### config.mk
export PLATFORM = sky130hd
export DESIGN_NAME = inst_mem_loader
export DESIGN_NICKNAME = d
export VERILOG_FILES = /design/src/rtl/inst_mem_loader.sv
export SDC_FILE = /design/constraint.sdc
export NUM_CORES = 1
export LEC_CHECK = 0
export ABC_AREA = 0
export ABC_CLOCK_PERIOD_IN_PS = 3900
export BUFFER_PORTS_ARGS = -buffer_cell sky130_fd_sc_hd__buf_2
export CAP_MARGIN = 10
export CORE_UTILIZATION = 52
export CTS_CLUSTER_DIAMETER = 150
export DETAILED_ROUTE_END_ITERATION = 16
export PLACE_DENSITY_LB_ADDON = 0.08
export SYNTH_ARGS = -nofsm -noshare
export SYNTH_HDL_FRONTEND = slang
export SYNTH_SLANG_ARGS = --single-unit
### constraint.sdc
create_clock -name clk -period 3.9 [get_ports clk]
set_input_delay 0.39 -clock clk [delete_from_list [all_inputs] [get_ports clk]]
set_output_delay 0.39 -clock clk [all_outputs]
set_load 0.005 [all_outputs]
### src/rtl/inst_mem_loader.sv
// Boot loader and port arbiter for the single-port instruction RAM.
// After reset it receives a byte stream: a 4-byte little-endian word count N,
// then N little-endian 32-bit words. Words are written to RAM from address 0.
// The RAM port is then handed to the core's fetch stage and the core leaves reset.
// A reload may be requested from RUN or ERR.
module inst_mem_loader #(
    parameter int unsigned ADDR_WIDTH = 10
) (
    input  logic                  clk,
    input  logic                  rstn,
    // Byte stream from the UART receiver
    input  logic [7:0]            rx_data,
    input  logic                  rx_valid,
    output logic                  rx_ready,
    // Reload request from the system
    input  logic                  load_req,
    // Core fetch side
    input  logic [ADDR_WIDTH-1:0] fetch_addr,
    output logic [31:0]           fetch_inst,
    output logic                  fetch_valid,
    // RAM port
    output logic                  ram_we,
    output logic [ADDR_WIDTH-1:0] ram_addr,
    output logic [31:0]           ram_di,
    input  logic [31:0]           ram_dout,
    // Status and core control
    output logic                  core_rstn,
    output logic                  load_done,
    output logic                  load_err
);

    // Depth held in 33 bits so the header compare covers the full 32-bit count.
    localparam logic [32:0] DEPTH_W = 33'(1) << ADDR_WIDTH;
    localparam logic [ADDR_WIDTH:0] ONE_CNT = {{ADDR_WIDTH{1'b0}}, 1'b1};

    typedef enum logic [2:0] {
        StHdr,
        StData,
        StWrite,
        StRun,
        StErr
    } state_t;

    state_t                state_q;
    logic [1:0]            byte_cnt_q;
    logic [23:0]           hdr_q;
    logic [ADDR_WIDTH:0]   count_q;
    logic [ADDR_WIDTH-1:0] idx_q;
    logic [31:0]           word_q;
    logic                  core_rstn_q;
    logic                  load_done_q;
    logic                  load_err_q;

    logic [31:0]           hdr_word;
    logic                  accept;
    logic                  last_word;
    logic                  in_run;

    // Full header count as seen on the cycle its final byte arrives.
    assign hdr_word  = {rx_data, hdr_q};
    assign accept    = rx_valid && rx_ready;
    // count_q is never 0 in DATA/WRITE, so count_q-1 is a valid index.
    assign last_word = ({1'b0, idx_q} == (count_q - ONE_CNT));
    assign in_run    = (state_q == StRun);

    // Sequencer: header capture, word packing, RAM writes and run/error hand-off.
    always_ff @(posedge clk or negedge rstn) begin
        if (!rstn) begin
            state_q     <= StHdr;
            byte_cnt_q  <= 2'd0;
            hdr_q       <= 24'd0;
            count_q     <= '0;
            idx_q       <= '0;
            word_q      <= 32'd0;
            core_rstn_q <= 1'b0;
            load_done_q <= 1'b0;
            load_err_q  <= 1'b0;
        end else begin
            unique case (state_q)
                StHdr: begin
                    if (accept) begin
                        byte_cnt_q <= byte_cnt_q + 2'd1;
                        case (byte_cnt_q)
                            2'd0: hdr_q[7:0]   <= rx_data;
                            2'd1: hdr_q[15:8]  <= rx_data;
                            2'd2: hdr_q[23:16] <= rx_data;
                            default: begin
                                if (hdr_word == 32'd0) begin
                                    // Empty image: start the core straight away.
                                    state_q     <= StRun;
                                    core_rstn_q <= 1'b1;
                                    load_done_q <= 1'b1;
                                end else if ({1'b0, hdr_word} > DEPTH_W) begin
                                    state_q    <= StErr;
                                    load_err_q <= 1'b1;
                                end else begin
                                    state_q    <= StData;
                                    count_q    <= hdr_word[ADDR_WIDTH:0];
                                    idx_q      <= '0;
                                    byte_cnt_q <= 2'd0;
                                end
                            end
                        endcase
                    end
                end
                StData: begin
                    if (accept) begin
                        byte_cnt_q <= byte_cnt_q + 2'd1;
                        case (byte_cnt_q)
                            2'd0: word_q[7:0]   <= rx_data;
                            2'd1: word_q[15:8]  <= rx_data;
                            2'd2: word_q[23:16] <= rx_data;
                            default: begin
                                word_q[31:24] <= rx_data;
                                state_q       <= StWrite;
                            end
                        endcase
                    end
                end
                StWrite: begin
                    if (last_word) begin
                        state_q     <= StRun;
                        core_rstn_q <= 1'b1;
                        load_done_q <= 1'b1;
                    end else begin
                        // Index stops at N-1, so it never wraps.
                        idx_q   <= idx_q + 1'b1;
                        state_q <= StData;
                    end
                end
                StRun: begin
                    if (load_req) begin
                        state_q     <= StHdr;
                        core_rstn_q <= 1'b0;
                        load_done_q <= 1'b0;
                        byte_cnt_q  <= 2'd0;
                        idx_q       <= '0;
                    end
                end
                StErr: begin
                    if (load_req) begin
                        state_q    <= StHdr;
                        load_err_q <= 1'b0;
                        byte_cnt_q <= 2'd0;
                        idx_q      <= '0;
                    end
                end
                default: state_q <= StHdr;
            endcase
        end
    end

    // Port arbitration: fetch owns the RAM address only in RUN.
    always_comb begin
        rx_ready    = (state_q == StHdr) || (state_q == StData);
        ram_we      = (state_q == StWrite);
        ram_di      = word_q;
        fetch_valid = in_run;
        ram_addr    = idx_q;
        fetch_inst  = 32'd0;
        if (in_run) begin
            ram_addr   = fetch_addr;
            fetch_inst = ram_dout;
        end
    end

    assign core_rstn = core_rstn_q;
    assign load_done = load_done_q;
    assign load_err  = load_err_q;

endmodule

==> flow_summary.ini, run 1 <==
[sta]
worst-slew-pin-transition_ps = 1060
layout_min_cycle_time_ps = 3150
final_max_slew_viol_count = 0
clock.fmax_mhz = 317
setup_tns_ps = 0
setup_viol = 0
hold_violations = 0
relSlewSlack = 0.292
clock_skew_ps = 14.6
finalWorstSetupSlack_ps = 745
rsz0062_at_grt = false
fin_crit_sh = 0.809

[cts]
cts_tree = built
hold_buffers = 0
cts.sinks = 84
cts_resized = 0
clk_path_buf_depth = 2
cts_setup_buffers = 0
root_buffer = clkbuf_8
clk_pin_slew_ps = 100
cts_htree_levels = 3
clk_latency_ps = 350
cts_buffers = 9

[die]
num_io_pins = 134
dieArea_um2 = 8760
core_area_um2 = 8180
die_w_um = 93.6
rows = 33
start_util = 0.534
die_h_um = 93.6

[logic_synthesis]
synth-compound-area-share = 0.0860
ys_seq_elements = 84
synth.cell_area_um2 = 4360
yosys_warnings = 0
synth-seq-area-share = 0.482
muxShareOfSynthArea = 0.199
synth.net_count = 442
syn_area_per_cell_um2 = 11.4
post-synth-top-area-cell = dfrtp_1
synth_flop_cell = dfrtp_1
ys_top_cells_by_area = dfrtp_1 (48%), mux2_2 (20%), and3_1 (5.0%)
yosys.area_share.simple = 0.167
synthArstFlopShare = 1.00
synth-xor-area-share = 0.0221
syn_inst = 382
yosys.area_share.adder = 0.0172
yosys.area.top_type_share = 0.482
synth_top_family_by_area = multiplexers
synth_cell_types = 54
synth-edff-count = 0

[placed_design]
gp_congestion = 0.869
dp_hpwl_mm = 7.09
place_worst_setup_slack_ps = 758
port_buffers = 133
dpl.cell_count = 601

[final_layout]
diodes = 0
num-nets-final = 567
fin_util = 0.644
seq_area_um2 = 2100
drive_gt1_frac = 0.465
area_growth_pct = 20.7
multi_input_area_um2 = 2140
fin_cells = 617
fillCellCount = 682

[detailed_routing]
drtIter0Drc = 91
drtAntennaViolNets = 0
viasPerCell = 5.57
met2_length_mm = 4.81
vias = 3437
wl_met1_mm = 4.36
top_layer_used = met4
dr.pass1.iters = 4
wl_per_cell_um = 16.0
drc = 0
dr_wl_met3_um = 499
drt-total-wl_mm = 9.87

[global_route]
grt_pass1_wl_mm = 15.6
grt_remaining_overflow = 0
track_usage = 0.232
grt_pass1_vias = 3180
grt_start_max_net_pins = 85
antenna_found_initial = 0

[power]
p_leak_nw = 2.92
total_power_mw = 2.18
power_density_nw_per_um2 = 414
peakVddDrop_v = 0.000300

[outcome]
status = complete, no violations

[setup_path]
r2r_start = count_q[0]
cp.required_ps = 4130
crit_fanout = 16
end_kind = flip-flop
crit_type = flip-flop to flip-flop
arrival_ps = 3390
critPathLaunch = count_q[0]
cp-start-kind = flip-flop

[worst_hold_path]
worstHoldPathType = input pin to async pin

[run]
drv_cap = 0
## worst max-delay path, cell delays in order, from the launching register on
cell and delay, ps:
dfrtp_1 430, inv_1 70, ha_1 250, or4b_4 540, nor4_4 160, xnor2_1 90, or4_4 530, o41ai_4 690
or3_1 210, a21oi_1 70
## worst paths after layout
check,endpoint,slack [ps],cells past startpoint
worst max-delay path,idx_q[6],750,9
worst min-delay path,idx_q[4],180,1
worst max register to register,idx_q[6],750,9
worst min register to register,ram_di[6],510,1
max in group asynchronous,hdr_q[13],3000,1
min in group clk,load_done,310,2
## metal layers
layer	track usage	up-vias
li1	-	1658
met1	0.294	1650
met2	0.393	115
met3	0.0350	14
met4	0.100	0
met5	0	-
## power breakdown
| group | switching [mW] | total (mW) | internal (mW) | leakage [nW] |
|---|---|---|---|---|
| Combinational | 0.198 | 0.435 | 0.238 | 1.72 |
| Clock | 0.348 | 0.593 | 0.245 | 0.0898 |
| Sequential | 0.130 | 1.15 | 1.02 | 1.12 |
## flip-flops by register name, indices dropped and copies added, names as in the netlist
| name | count |
|---|---|
| load_err | 1 |
| count_q | 11 |
| hdr_q | 24 |
| byte_cnt_q | 2 |
| ram_di | 32 |
| state_q | 3 |
| load_done | 1 |
| idx_q | 10 |
## logic make-up (layout without fill, tap and decap cells)
kind of cell | Yosys count | after routing
DFF | 84 | 84
and+or+nand+nor | 123 | 123
adders and majority gates | 6 | 6
xor gates and xnor gates | 11 | 11
AOI/OAI and AO/OA | 53 | 53
buffers and inverters | 28 | 158
muxes | 77 | 77
## cell usage after synthesis (3+ instances only)
master and n:
a21oi_1 11, a31oi_1 3, and2_1 4, and3_1 35, clkbuf_1 17, dfrtp_1 84
ha_1 6, inv_1 8, mux2_2 77, nand2_1 16, nand2b_1 4, nand3_1 7
nand4_1 4, nor2_1 13, nor2b_1 4, nor3_1 5, nor4_1 7, o21ai_0 8
o21ai_1 6, or3_1 8, or4_1 4, xnor2_1 5, xor2_1 6
## cell type report
class	count	area share
clock inverters	6	0.0102
clock buffers	10	0.0242
repair buffers	134	0.128
flip-flops and latches	84	0.399
multi-input cells	270	0.407
inverters	8	0.00570
well taps	105	0.0250
## metrics by stage
step	cell area [um2]	hold WS, ps
after floorplan	4360	94.4
after global placement	5080	484
after detailed placement	5080	487
after CTS	5270	244
after global routing	5270	275
final	5270	177
## layout by cell type (no fill, tap or decap), drive strengths merged, types with 3 or more instances in the layout
cell	count
nor3	5
xor2	6
nand2b	4
nor2b	4
mux2	77
inv	12
and2	4
nand3	7
nand2	16
nor2	13
nand4	4
a31oi	3
or4	5
buf	134
or3	10
a21o	3
clkbuf	10
nor4	8
dfrtp	84
xnor2	5
and3	35
o21ai	14
ha	6
a21oi	11
No activity file was read; power rests on OpenSTA's default activity.
==> run 2, diff against run 1 <==
Settings changed: ABC_CLOCK_PERIOD_IN_PS 3900 to 2960.
Clock period 3.9 ns to 2.96 ns, I/O delays scaled along.
==> flow_summary.ini, run 2 (synthesis gave the netlist of run 1 again) <==
[final_layout]
num-nets-final = 577
largest_reg_flops = 32
area_growth_pct = 23.4
fillCellCount = 693
final_cell_mix = buf_2 (132), dfrtp_1 (84), mux2_2 (77), and3_1 (35), nand2_1 (16)
diodes = 0
final_common_cell = buf_2
drive_gt1_frac = 0.485

[setup_path]
end_kind = flip-flop
critPathLaunch = count_q[1]
r2r_end = idx_q[0]
r2r_start = count_q[1]
arrival_ps = 3110
crit_type = flip-flop to flip-flop
rrSetupSlack_ps = 90
crit_fanout = 5
cp-start-kind = flip-flop
cp.required_ps = 3190
crit_end = idx_q[0]
worst-r2r-cell-count = 9

[placed_design]
dp_hpwl_mm = 7.19
gp_congestion = 0.870
port_buffers = 133
place_worst_setup_slack_ps = 88.9

[detailed_routing]
drc = 0
dr.pass1.iters = 4
drt-total-wl_mm = 10.0
wl_per_cell_um = 16.0
drtIter0Drc = 100
vias = 3435
drtAntennaViolNets = 0
viasPerCell = 5.48

[worst_hold_path]
worstHoldPathType = input pin to async pin

[sta]
finalWorstSetupSlack_ps = 86.9
fin_crit_sh = 0.971
setup_viol = 0
worst-slew-pin-transition_ps = 1040
hold_violations = 0
relSlewSlack = 0.308
clock_skew_ps = 12.9
whs_ps = 73.7
clock.fmax_mhz = 348
layout_min_cycle_time_ps = 2870
final_max_slew_viol_count = 0
rsz0062_at_grt = true

[cts]
cts.sinks = 84
cts_htree_levels = 3
clk_pin_slew_ps = 100
clk_path_buf_depth = 2
cts_tree = built
hold_buffers = 0
root_buffer = clkbuf_8
cts_buffers = 9
clk_latency_ps = 350

[global_route]
track_usage = 0.232
grt_pass1_wl_mm = 15.5
antenna_found_initial = 0
grt_remaining_overflow = 0
grt_start_max_net_pins = 85
grt_pass1_vias = 3193

[die]
dieArea_um2 = 8760
rows = 33
die_h_um = 93.6
die_w_um = 93.6
start_util = 0.534
num_io_pins = 134
core_area_um2 = 8180

[power]
power_density_nw_per_um2 = 548
p_leak_nw = 2.98
peakVddDrop_v = 0.000385

[outcome]
status = complete, no violations

[run]
drv_cap = 0
run 2: cell types whose count changed in the layout (fill, tap and decap cells not counted), sizes merged:
| cell | before | now |
|---|---|---|
| clkinvlp | 1 | 2 |
| bufinv | 0 | 1 |
| buf | 134 | 144 |
| inv | 12 | 10 |
run 2: layout make-up:
type                            instances  area [um2]  share of cell area
Sequential cell                        84        2100               0.390
Timing Repair Buffer                  144         754               0.140
Clock inverter                          6        71.3              0.0132
Clock buffer                           10         128              0.0237
Tap cell                              105         131              0.0244
Multi-Input combinational cell        270        2170               0.403
Inverter                                8        30.0             0.00558
run 2: worst max-delay path: stages, from the launching register on:
cell and delay, ps:
dfrtp_1 410, inv_1 60, ha_1 150, or4b_4 510
nor4_4 280, xnor2_1 110, or4_4 440, or3_4 380
and2_4 170, mux2_2 250
run 2: report_power, final:
group,leakage (nW),switching [mW],internal (mW)
registers,1.12,0.165,1.35
clock network,0.0935,0.440,0.398
logic,1.77,0.276,0.328
run 2: timing repair:
item | 4_1_cts | 5_1_grt
setup endpoints to repair | 0 | 10
setup buffers | 0 | 3
gates resized for setup | 0 | 6
run 2: per-layer routing:
metal,global-route usage,part of all wire,wire [um],vias to the layer above
li1,-,-,-,1670
met1,0.294,0.44,4370,1650
met2,0.405,0.50,5020,106
met3,0.0472,0.053,535,9
met4,0.0603,0.0092,92,0
met5,0,0,0,-
run 2: how the worst min path moves through the flow:
stage                         end  slack (ps)  cells after the start
floorplan           byte_cnt_q[0]         0.4                      0
global placement        ram_di[1]         480                      1
detailed placement      ram_di[4]         490                      1
CTS                      idx_q[4]         150                      1
global route             idx_q[3]         190                      1
finish                   idx_q[3]          70                      1
run 2: through the flow:
stage                     instances  setup TNS, ps  total power, mW  utilization  instance area, um2
final                           627              0             2.95        0.659                5390
after global routing            627          -81.1             3.11        0.659                5390
after global placement          609              0             2.10        0.629                5140
after floorplan                 382              0             1.91            -                4360
after CTS                       625              0             2.97        0.654                5340
after detailed placement        609              0             2.13        0.629                5140
